==> config.mk <==
export PLATFORM = sky130hd
export DESIGN_NAME = if_stage
export DESIGN_NICKNAME = d
export VERILOG_FILES = /design/src/rtl/if_stage.sv
export SDC_FILE = /design/constraint.sdc
export NUM_CORES = 1
export LEC_CHECK = 0
export BUFFER_PORTS_ARGS = -buffer_cell sky130_fd_sc_hd__buf_2
export CAP_MARGIN = 20
export CORE_MARGIN = 5
export CORE_UTILIZATION = 53
export CTS_CLUSTER_DIAMETER = 60
export DETAILED_ROUTE_END_ITERATION = 16
export GPL_ROUTABILITY_DRIVEN = 0
export PLACE_DENSITY = 0.8
export SYNTH_ARGS = -nofsm -noshare
export SYNTH_HDL_FRONTEND = slang
export SYNTH_SLANG_ARGS = --single-unit
==> constraint.sdc <==
create_clock -name clk -period 8.45 [get_ports clk]
set_clock_uncertainty 0.2 [all_clocks]
set_input_delay 0.845 -clock clk [delete_from_list [all_inputs] [get_ports clk]]
set_output_delay 0.845 -clock clk [all_outputs]
set_load 0.005 [all_outputs]
==> src/rtl/if_stage.sv <==
// Instruction-fetch stage: owns the PC, runs a single-outstanding req/rdy fetch
// to instruction memory and loads the IF/ID pipeline register.
module if_stage #(
   parameter logic [31:0] PC_RESET = 32'h0000_3000,
   parameter logic [31:0] INS_NOP  = 32'h0000_0000
) (
   input  logic        clk,
   input  logic        rst,
   input  logic        PCWr,
   input  logic        IFIDWr,
   input  logic        IFIDFlush,
   input  logic        NPCSel,
   input  logic [31:0] NPC,
   output logic        im_req,
   output logic [31:0] im_addr,
   input  logic        im_rdy,
   input  logic [31:0] im_rdata,
   output logic [31:0] PC,
   output logic [31:0] IFIDPC,
   output logic [31:0] IFIDPCPLUS4,
   output logic [31:0] IFIDIns,
   output logic        IFIDValid,
   output logic [31:0] BubbleCnt
);

   localparam int unsigned XLEN = 32;

   typedef enum logic [1:0] {
      S_REQ  = 2'd0,
      S_HOLD = 2'd1,
      S_DROP = 2'd2
   } state_t;

   state_t          state;
   state_t          state_nxt;
   logic [XLEN-1:0] skid;
   logic [XLEN-1:0] drop_addr;
   logic [XLEN-1:0] pc_plus4;
   logic [XLEN-1:0] word;
   logic            redirect;
   logic            have_word;
   logic            advance;
   logic            bubble;

   assign redirect  = NPCSel & PCWr;
   assign pc_plus4  = PC + XLEN'(4);
   // A real instruction is available from the skid buffer or a live (non-cancelled) response
   assign have_word = (state == S_HOLD) | ((state == S_REQ) & im_rdy);
   assign word      = (state == S_HOLD) ? skid : im_rdata;
   assign advance   = have_word & ~redirect & ~IFIDFlush & IFIDWr & PCWr;
   assign bubble    = ~advance & (IFIDWr | IFIDFlush);

   // State register
   always_ff @(posedge clk or posedge rst) begin
      if (rst) begin
         state <= S_REQ;
      end else begin
         state <= state_nxt;
      end
   end

   // Next-state logic
   always_comb begin
      state_nxt = state;
      unique case (state)
         S_REQ: begin
            if (redirect) begin
               state_nxt = im_rdy ? S_REQ : S_DROP;
            end else if (im_rdy & ~advance) begin
               state_nxt = S_HOLD;
            end
         end
         S_HOLD: begin
            if (redirect | advance) begin
               state_nxt = S_REQ;
            end
         end
         S_DROP: begin
            if (im_rdy) begin
               state_nxt = S_REQ;
            end
         end
         default: state_nxt = S_REQ;
      endcase
   end

   // Memory request outputs; a cancelled request keeps presenting its original address
   always_comb begin
      im_req  = 1'b0;
      im_addr = PC;
      unique case (state)
         S_REQ:   im_req = ~rst;
         S_DROP: begin
            im_req  = ~rst;
            im_addr = drop_addr;
         end
         default: im_req = 1'b0;
      endcase
   end

   // PC, skid buffer, IF/ID register and bubble counter
   always_ff @(posedge clk or posedge rst) begin
      if (rst) begin
         PC          <= PC_RESET;
         skid        <= INS_NOP;
         drop_addr   <= '0;
         IFIDPC      <= '0;
         IFIDPCPLUS4 <= '0;
         IFIDIns     <= INS_NOP;
         IFIDValid   <= 1'b0;
         BubbleCnt   <= '0;
      end else begin
         if (redirect) begin
            PC <= NPC & ~XLEN'(3);
         end else if (advance) begin
            PC <= pc_plus4;
         end

         if ((state == S_REQ) & im_rdy & ~advance & ~redirect) begin
            skid <= im_rdata;
         end

         if ((state == S_REQ) & redirect & ~im_rdy) begin
            drop_addr <= PC;
         end

         if (advance) begin
            IFIDPC      <= PC;
            IFIDPCPLUS4 <= pc_plus4;
            IFIDIns     <= word;
            IFIDValid   <= 1'b1;
         end else if (bubble) begin
            IFIDIns     <= INS_NOP;
            IFIDValid   <= 1'b0;
         end

         if (bubble && (BubbleCnt != '1)) begin
            BubbleCnt <= BubbleCnt + XLEN'(1);
         end
      end
   end

endmodule
# After elaboration in Yosys (flattened, before gate mapping)

Cells that the tools add are included.

Bitwise gates (word level): 20
Add/sub/neg operators: 2
Muxes and demuxes: 15
Equality and inequality tests: 6
Reductions and logical operators: 6

Operators with widths:

| operator              | number |
|---|---|
| $mux 32               | 6 |
| $add 32x1->32 const B | 1 |
| $add 32x3->32 const B | 1 |
| $ne 32x32->1 const B  | 1 |
| $and 1x1->1           | 12 |
| $mux 2                | 5 |
| $pmux 2 s3            | 1 |
| $not 1->1             | 5 |
| $reduce_bool 2->1     | 2 |
| $mux 1                | 3 |
| $ne 3x3->1 const B    | 1 |
| $or 1x1->1            | 3 |
| $reduce_and 3->1      | 1 |
| $eq 2x1->1 const B    | 1 |
| $eq 2x2->1 const B    | 1 |
| $logic_not 2->1       | 1 |
| $ne 2x1->1 const B    | 1 |
| $ne 2x2->1 const B    | 1 |
| $reduce_or 2->1       | 1 |
| $logic_and 1x1->1     | 1 |

Register bits after elaboration: 227
Input port bits: 71
Logic and storage cells: 58

# Longest topological paths before layout

Gate-level depths: netlist of run 1.

Word-level depth: 12
Gate-level depth with buffers: 8
Gate-level depth less buffers: 6

# Worst setup path after synthesis of run 1

Ideal clock, no wire load.

Path type: in2reg
Start point: input port im_rdy
End point: register BubbleCnt[22]
Setup time: 0.079 ns
Setup slack: 5.623 ns
Stages on the path: 8
Path buffers: 3
Data required time: 8.171 ns
Data arrival time: 2.547 ns
Path through: or2_1 buf_6 a31o_1 buf_6 or4_4 buf_6 nor4b_2 xor2_1

Word-level cells in the longest chain between the ends: 9

Ends and longest elaborated chain:

| item                      | line | RTL |
|---|---|---|
| start: declaration        | 16   | `input logic im_rdy,` |
| $and 1x1->1               | 48   | `assign have_word = (state == S_HOLD) \| ((state == S_REQ) & im_rdy);` |
| $or 1x1->1                | 48   |  |
| $and 1x1->1 (4 in series) | 50   | `assign advance = have_word & ~redirect & ~IFIDFlush & IFIDWr & PCWr;` |
| $not 1->1                 | 51   | `assign bubble = ~advance & (IFIDWr \| IFIDFlush);` |
| $and 1x1->1               | 51   |  |
| $logic_and 1x1->1         | 137  | `if (bubble && (BubbleCnt != '1)) begin` |
| end signal: assignment    | 138  | `BubbleCnt <= BubbleCnt + XLEN'(1);` |
| end: declaration          | 23   | `output logic [31:0] BubbleCnt` |

Every way passes these cells.
A chain may end at the register's enable or synchronous reset.

# Final worst setup path of run 1

Start point: register state[0]
End point: output port im_addr[29]

Word-level cells in the longest chain between the ends: 2

Ends and longest elaborated chain:

| item                     | line | RTL |
|---|---|---|
| start: declaration       | 34   | `state_t state;` |
| start signal: assignment | 58   | `state <= state_nxt;` |
| $eq 2x2->1               | 91   | `unique case (state)` |
| $mux 32                  | 91   |  |
| end: declaration         | 15   | `output logic [31:0] im_addr,` |

Every way passes these cells.

==> flow_metrics.tcl, run 1 <==
set metrics [dict create \
    grt_antenna_before_repair 7 \
    grt_pass1_wl_um 43100 \
    post-synth-top-count-cell "dfrtp_1" \
    maxCapViolations 0 \
    routedWlPerCell_um 18.6 \
    crit_path_top_delay_cell "and2b_2" \
    fin_crit_sh_pct 39.8 \
    relSlewSlack_pct 31.0 \
    yosysUniqueCellTypes 57 \
    hold_buffers 0 \
    syn-cell-area_um2 10200 \
    tightest_slew_ns 1.03 \
    synth_flop_cell "dfrtp_1" \
    rsz0062_at_grt "false" \
    critPathTopFamily "simple AND/OR/NAND/NOR gates" \
    power.density_nw_per_um2 281 \
    path_max_fanout 35 \
    grt_max_degree 149 \
    r2r_slack_ns 5.16 \
    io_buffers 254 \
    finalSetupViolations 0 \
    peakVddDrop_v 0.000187 \
    synth.avg_cell_area_um2 10.5 \
    leakagePower_nw 6.01 \
    cp-start-kind "flop" \
    ctsRootBufferMaster "clkbuf_16" \
    path_buf_inv 1 \
    critical_path_class "flop to output pin" \
    post_cts_buffers 0 \
    die_w_um 148 \
    drtAntennaViolNets 0 \
    drt_iter0_drc 478 \
    ctsResizeCount 0 \
    routed_via_density 5.58 \
    setup_slack_ns 5.08 \
    hp-class "input port to asynchronous set/reset pin" \
    yosys.area.top_type "dfrtp_1" \
    status "finished clean" \
    clock_sinks 219 \
    gr-total-overflow 0 \
    wirelength_um 26900 \
    clk_path_buf_depth 3 \
    synth_edf_count 0 \
    num_vias 8056 \
    yosys_warnings 0 \
    cts_made_buffers 24 \
    r2r_cells 6 \
    grt_usage_pct 23.8 \
    tns_ns 0 \
    synthTopCellsByArea "dfrtp_1, mux2_2, nand2_1" \
    worstPathArrival_ns 2.32 \
    final_layout_size_suffix_gt1_share_pct 33.6 \
    cp_slowest_stage_delay_ns 0.80 \
    die_h_um 148 \
    htree_levels 1 \
    end_kind "output pin" \
    clk_latency_ns 0.52 \
    reg2reg_from "state[1]" \
    place_hpwl_um 18100 \
    core-area_um2 18800 \
    cts_tree "done" \
    nets 1266 \
    synth_cells 971 \
    place_worst_setup_slack_ns 4.55 \
    r2r-end "PC[22]" \
    crit_required_ns 7.40 \
    p_total_mw 3.47 \
    dieArea_um2 22100 \
    slew_viol_final 0 \
    worstPathCellList "and2b_2 -> mux2_2 -> buf_2" \
    drc 0 \
    hold_violations 0 \
    yosys-top-cells-count "dfrtp_1, nand2_1, mux2_2, o21ai_0, clkbuf_1" \
    ys_seq_area_share_pct 53.9 \
    ioPinCount 265 \
    finalCriticalPeriod_ns 3.37 \
    rows 50 \
    yosysTopAreaCellShare_pct 53.4 \
    dr.pass1.iters 5 \
    clk_pin_slew_ns 0.06 \
    clock.fmax_mhz 297 \
    nFillCells 1517 \
    initial_core_util_pct 54.2 \
    grt_pass1_vias 8076 \
    area_growth_pct 21.5 \
    ys_seq_elements 219 \
    async_reset_ff_share_pct 100 \
]
[metal layers]
layer,wire length (µm),global-route usage (%)
met5,48,0
met4,777,8.22
met3,2080,6.61
met2,12900,38.1
met1,11200,31.5
[worst max path at each step]
| stage | from | end | cells past startpoint |
|---|---|---|---|
| floorplan | rst | BubbleCnt[0] | 1 |
| detailed placement | PCWr | skid[16] | 6 |
| global route | state[1] | PC[20] | 6 |
| CTS | BubbleCnt[0] | BubbleCnt[1] | 7 |
| finish | state[0] | im_addr[29] | 3 |
| global placement | PCWr | skid[25] | 6 |
[area by class of cell]
cell class	count	area (µm²)	area share [%]
Multi-Input combinational cell	674	4350	35.2
Clock buffer	35	703	5.69
Inverter	10	45.0	0.365
Clock inverter	5	100	0.811
Tap cell	234	293	2.37
Antenna cell	4	10.0	0.0811
Sequential cell	219	5480	44.4
Timing Repair Buffer	264	1370	11.1
[placed cells by master (no fill, tap or decap), types with 4 or more instances in the layout]
cell type,netlist,final
nor2_1,29,28
dfrtp_1,217,217
xor2_1,36,36
inv_1,10,9
a22oi_1,6,6
clkbuf_16,0,25
a21o_1,4,4
nand3_1,28,27
diode_2,0,4
and4_1,5,5
o21ai_0,88,88
clkbuf_1,45,6
and3_1,5,5
mux2i_1,32,32
or4_1,4,4
buf_4,8,9
buf_2,11,254
clkbuf_8,0,4
o22ai_1,6,6
nor3_1,31,29
nor4_1,14,14
a21oi_1,18,18
conb_1,1,8
nand4_1,12,12
nand2_1,182,182
xnor2_1,29,29
mux2_2,89,89
nor3b_1,4,4
o31ai_1,4,4
[sequential cells by signal, indices dropped and copies added, names as in the netlist]
| register | count |
|---|---|
| BubbleCnt | 32 |
| IFIDIns | 32 |
| IFIDPC | 30 |
| IFIDPCPLUS4 | 30 |
| IFIDValid | 1 |
| PC | 30 |
| drop_addr | 30 |
| skid | 32 |
| state | 2 |
[metrics by stage]
stage	utilization, %	cells	area (µm²)	hold WS (ns)
finish	65.8	1445	12300	0.0829
global route	65.8	1444	12300	0.0791
CTS	65.6	1439	12300	0.273
detailed placement	61.3	1399	11500	0.258
global placement	61.3	1399	11500	0.254
floorplan	-	978	10200	0.270
[cell families after synthesis]
| family | synth area share, % |
|---|---|
| and+or+nand+nor | 15.0 |
| AOI/OAI and AO/OA | 8.41 |
| xor gates and xnor gates | 5.60 |
| other | 0.0369 |
| adders and majority gates | 0.246 |
| muxes | 13.0 |
| DFF | 53.9 |
| buffers and inverters | 3.82 |
[report_power, final]
part	internal, mW	leakage (nW)	switching [mW]
sequential	1.35	2.73	0.229
clock	0.663	0.394	0.410
combinational	0.426	2.88	0.389
No activity file was read; power rests on OpenSTA's default activity.
==> run 2, diff against run 1 <==
- ABC_AREA: default -> 1
- CORE_UTILIZATION: 53 -> 49
- PLACE_DENSITY: 0.8 -> 0.77
- clock period: 8.45 -> 2.9 ns (I/O delays scaled with it)
==> run 2 against run 1 <==
Effect of this change: critical path depth increased by 3; count of clock-buffer cells in the layout is 2 lower; combinational power rose to 3.2 times the previous value; global-route usage is 1.7 points higher; first-iteration DRC count increased by 68%; register-to-register slack worse by 4.6 ns; core utilization down 2.6 points; critical endpoint is now im_addr[5]; highest routed layer is now met4.
==> flow_metrics.tcl, run 2 <==
set metrics [dict create \
    yosys.area_share.adder_pct 0.233 \
    critPathTopFamily "buffers and inverters" \
    yosys-top-cells-count "nand2_1, dfrtp_1, nor2_1, inv_1, o21ai_0" \
    num_vias 10527 \
    ys_seq_area_share_pct 51.0 \
    gr-total-overflow 0 \
    synth-compound-area-share_pct 10.5 \
    ys_seq_elements 219 \
    async_reset_ff_share_pct 100 \
    cts_made_buffers 26 \
    grt_usage_pct 25.5 \
    grt_pass1_vias 9993 \
    final_layout_size_suffix_gt1_share_pct 19.0 \
    synth.avg_cell_area_um2 7.52 \
    critical_path_class "flop to output pin" \
    r2r_cells 9 \
    p_total_mw 10.3 \
    yosys_warnings 0 \
    post_cts_buffers 0 \
    grt_antenna_before_repair 0 \
    initial_core_util_pct 49.5 \
    wirelength_um 32500 \
    htree_levels 1 \
    finalSetupViolations 0 \
    yosys.area.top_type "dfrtp_1" \
    n_antenna_cell 0 \
    ctsResizeCount 0 \
    die_w_um 158 \
    final_cell_mix "nand2_1, buf_2, dfrtp_1, nor2_1, inv_1" \
    hp-class "input port to flop" \
    synthTopCellsByArea "dfrtp_1, nand2_1, nor2_1" \
    holdWs_ns 0.153 \
    post-synth-top-count-cell "nand2_1" \
    top_regs "BubbleCnt (32), IFIDIns (32), skid (32)" \
    worstPathArrival_ns 2.06 \
    yosysUniqueCellTypes 33 \
    end_kind "output pin" \
    power.density_nw_per_um2 750 \
    peakVddDrop_v 0.000464 \
    relSlewSlack_pct 56.7 \
    tightest_slew_ns 0.649 \
    synth_xor_area_share_pct 1.39 \
    grt_max_degree 94 \
    fin_crit_sh_pct 87.8 \
    synth_cells 1428 \
    drt_iter0_drc 805 \
    drc 0 \
    clk_latency_ns 0.52 \
    drtAntennaViolNets 0 \
    maxCapViolations 0 \
    crit_path_top_delay_cell "dfrtp_1" \
    io_buffers 254 \
    routed_via_density 5.19 \
    place_hpwl_um 22300 \
    clk_pin_slew_ns 0.06 \
    synth_top_family_by_area "simple AND/OR/NAND/NOR gates" \
    ctsRootBufferMaster "clkbuf_16" \
    dieArea_um2 25000 \
    cts_tree "done" \
    hold_buffers 65 \
    worstPathCellList "inv_2 -> nand2_2 -> buf_12 -> nor2_1 -> a21oi_1 -> buf_2" \
    fin_cells 2029 \
    synth_edf_count 0 \
    path_max_fanout 38 \
    finalCriticalPeriod_ns 2.55 \
    routedWlPerCell_um 16.0 \
    synth_flop_cell "dfrtp_1" \
    cp-start-kind "flop" \
    cp_slowest_stage_delay_ns 0.44 \
    hold_violations 0 \
    synth_mux_area_share_pct 0 \
    syn-cell-area_um2 10700 \
    cp.depth 6 \
    yosysTopAreaCellShare_pct 50.6 \
    area_growth_pct 27.6 \
    dr.pass1.iters 5 \
    layout_commonest_cell "nand2_1" \
    dp_cells 1918 \
    die_h_um 158 \
    core-area_um2 21700 \
    slew_viol_final 0 \
    clock_sinks 219 \
    tns_ns 0 \
    leakagePower_nw 7.46 \
    clk_path_buf_depth 3 \
    rsz0062_at_grt "false" \
    path_buf_inv 3 \
    nets 1804 \
    grt_pass1_wl_um 51500 \
    rows 54 \
    hold-path-cell-count 6 \
    status "finished clean" \
    clock.fmax_mhz 393 \
    synthSimpleGateAreaFrac_pct 29.4 \
    crit_required_ns 2.41 \
    ioPinCount 265 \
]
-- run 2: changes by cell type after synthesis, moves of 32 or more --
cell / previous run / this run
nand2_1: 182 / 572
inv_1: 10 / 115
a21oi_1: 18 / 66
mux2i_1: 32 / 0
mux2_2: 89 / 0
nor2_1: 29 / 163
-- run 2: through the flow --
step / setup WS [ns] / util, % / instance area [µm²]
4_1_cts: 0.369 / 63.2 / 13700
6_report: 0.353 / 63.2 / 13700
5_1_grt: 0.248 / 63.2 / 13700
3_5_place_dp: 0.621 / 56.4 / 12200
2_1_floorplan: -0.442 / - / 10800
3_3_place_gp: 0.697 / 56.3 / 12200
-- run 2: cells by family (layout without fill, tap and decap cells) --
family	after synthesis	count (layout)
xor gates and xnor gates	17	17
AOI/OAI and AO/OA	202	202
DFF	219	219
buffers and inverters	184	498
adders and majority gates	2	2
other	1	8
and+or+nand+nor	803	803
-- run 2: layout make-up --
cell class | instances | area, µm²
clock buffers | 33 | 708
clock inverters | 13 | 124
fillers | 1861 | 7980
inverters | 120 | 457
multi-input cells | 1032 | 4510
flip-flops and latches | 219 | 5480
well taps | 280 | 350
repair buffers | 332 | 2080
-- run 2: where the power goes --
group | internal, mW | switching [mW] | total [mW]
logic | 1.07 | 1.55 | 2.62
registers | 3.92 | 0.569 | 4.49
clock network | 1.90 | 1.26 | 3.17
-- run 2: final timing paths --
check,startpoint,end,slack (ns)
worst max-delay path,state[0],im_addr[5],0.35
worst min-delay path,PCWr,PC[13],0.15
worst max register to register,state[0],PC[2],0.54
worst min register to register,IFIDPCPLUS4[3],IFIDPCPLUS4[3],0.26
max in group asynchronous,rst,BubbleCnt[20],1.74
min in group asynchronous,rst,IFIDPCPLUS4[13],0.32
-- run 2: per-layer routing --
metal / global-route usage, % / vias up / share of wire [%]
li1: - / 5044 / -
met1: 35.5 / 4912 / 42
met2: 38.9 / 481 / 45
met3: 5.22 / 90 / 9.1
met4: 11.4 / 0 / 4.2
met5: 0 / - / 0
-- run 2: tightest hold or removal path, cell delays in order --
cell      delay [ns]
buf_2           0.09
nand2_1         0.11
clkinv_1        0.09
nor2_2          0.12
nand2_1         0.09
nand3_1         0.07
==> run 3, diff against run 2 <==
--- a/config.mk
+++ b/config.mk
@@ -15,4 +15,5 @@
 export GPL_ROUTABILITY_DRIVEN = 0
 export PLACE_DENSITY = 0.77
+export SETUP_SLACK_MARGIN = 0.02
 export SYNTH_ARGS = -nofsm -noshare
 export SYNTH_HDL_FRONTEND = slang
==> constraint.sdc (replaced) <==
create_clock -name clk -period 2.9 [get_ports clk]
set_clock_uncertainty 0.2 [all_clocks]
set_input_delay 0.725 -clock clk [delete_from_list [all_inputs] [get_ports clk]]
set_output_delay 0.725 -clock clk [all_outputs]
set_load 0.005 [all_outputs]
==> run 3 against run 2 <==
Effect of this change: non-clock buffer count decreased by 59; maximum frequency is 7.8% lower; combinational power decreased by 2%; setup slack lost 0.22 ns; via count down 4.4%; worst hold slack better by 0.079 ns; count of clock-buffer cells in the layout is 3 higher; sequential power about the same; die area did not move; core utilization decreased by 2.7 points; clock power down 3%.
==> flow_metrics.tcl, run 3 (same netlist as run 2, synthesis figures left out) <==
set metrics [dict create \
    relSlewSlack_pct 55.4 \
    switching_share_pct 32.7 \
    clock.fmax_mhz 362 \
    grt_pass1_vias 9270 \
    hold_start "im_rdy" \
    share_comb_of_total_power_pct 25.3 \
    die_w_um 158 \
    cts_made_buffers 24 \
    hold_violations 0 \
    worstPathArrival_ns 1.84 \
    reg2reg_from "PC[3]" \
    path_max_fanout 22 \
    dr.pass1.iters 5 \
    r2r_cells 10 \
    core-area_um2 21700 \
    end_kind "output pin" \
    post_cts_buffers 0 \
    clk_path_buf_depth 3 \
    switchingPower_mw 3.31 \
    drtAntennaViolNets 0 \
    finalCriticalPeriod_ns 2.76 \
    grt_pass1_wl_um 48600 \
    clk_pin_slew_ns 0.06 \
    io_buffers 254 \
    r2r-end "IFIDPCPLUS4[28]" \
    clkPwrFrac_pct 30.5 \
    drc 0 \
    layout_commonest_cell "nand2_1" \
    place_hpwl_um 22600 \
    power.density_nw_per_um2 771 \
    cts_tree "done" \
    peakVddDrop_v 0.000474 \
    finalSetupViolations 0 \
    worstPathCellList "inv_2 -> nand2_2 -> buf_6 -> nor2_1 -> a21oi_1 -> buf_2" \
    min_to "state[1]" \
    status "finished clean" \
    r2r_slack_ns 0.62 \
    maxCapViolations 0 \
    crit_required_ns 1.98 \
    grt_usage_pct 24.1 \
    place_worst_setup_slack_ns 0.331 \
    initial_core_util_pct 49.5 \
    rows 54 \
    cp-start-kind "flop" \
    die_h_um 158 \
    leakagePower_nw 7.21 \
    fin_crit_sh_pct 95.3 \
    hold-path-cell-count 2 \
    ioPinCount 265 \
    dp_cells 1923 \
    fin_cells 1968 \
    final_cell_mix "nand2_1, buf_2, dfrtp_1, nor2_1, inv_1" \
    final_layout_size_suffix_gt1_share_pct 19.9 \
    num_vias 10059 \
    slew_viol_final 0 \
    grt_antenna_before_repair 2 \
    top_regs "BubbleCnt (32), IFIDIns (32), skid (32)" \
    setup_slack_ns 0.137 \
    dieArea_um2 25000 \
    critical_path_class "flop to output pin" \
    p_total_mw 10.1 \
    clock_sinks 219 \
    gr-total-overflow 0 \
    nets 1743 \
    ctsRootBufferMaster "clkbuf_16" \
    htree_levels 1 \
    rsz0062_at_grt "false" \
    cp_slowest_stage_delay_ns 0.42 \
    internal_power_mw 6.82 \
    p_seq_share_pct 44.2 \
    area_growth_pct 22.2 \
    critPathTopFamily "buffers and inverters" \
    routedWlPerCell_um 15.8 \
    crit_path_top_delay_cell "dfrtp_1" \
    clk_latency_ns 0.51 \
    path_buf_inv 3 \
    tightest_slew_ns 0.668 \
    drt_iter0_drc 775 \
    routed_via_density 5.11 \
    grt_max_degree 74 \
    hp-class "input port to flop" \
    wirelength_um 31100 \
    tns_ns 0 \
]
[run 3: metal layers]
layer  routed length, µm  GRT usage [%]
met1               13700           34.9
met2               13900           36.6
met3                2370           4.78
met4                1160           8.41
met5                  11              0
[run 3: worst max path at each step]
stage	startpoint	end	cells past startpoint
2_1_floorplan	rst	BubbleCnt[0]	1
3_3_place_gp	im_rdy	PC[11]	10
3_5_place_dp	IFIDFlush	BubbleCnt[25]	9
4_1_cts	state[0]	im_addr[23]	6
5_1_grt	state[0]	im_addr[22]	6
6_report	state[0]	im_addr[23]	6
[run 3: what timing repair did]
item,4_1_cts,5_1_grt
hold buffers,1,0
gates resized for setup,0,1
endpoints found under the hold margin,9,0
setup endpoints to repair,0,2
[run 3: cell type report]
type                    instances  area (µm²)
fillers                      1993        8560
flip-flops and latches        219        5480
multi-input cells            1032        4510
repair buffers                273        1520
clock buffers                  36         747
inverters                     120         457
well taps                     280         350
clock inverters                 6        61.3
diodes                          2        5.00
[run 3: power by group through the flow]
stage	Sequential [mW]	Clock [mW]	Combinational (mW)
6_report	4.48	3.09	2.56
5_1_grt	4.57	3.27	2.93
4_1_cts	4.47	3.15	2.59
3_5_place_dp	4.51	0	2.57
2_1_floorplan	4.44	0	1.50
3_3_place_gp	4.48	0	2.48
[run 3: stage by stage]
| step | utilization, % | hold slack (ns) | area [µm²] |
|---|---|---|---|
| after floorplan | - | 0.254 | 10800 |
| after global placement | 56.6 | 0.253 | 12300 |
| after detailed placement | 56.7 | 0.260 | 12300 |
| after CTS | 60.5 | 0.210 | 13100 |
| after global routing | 60.5 | 0.231 | 13100 |
| final | 60.5 | 0.232 | 13100 |
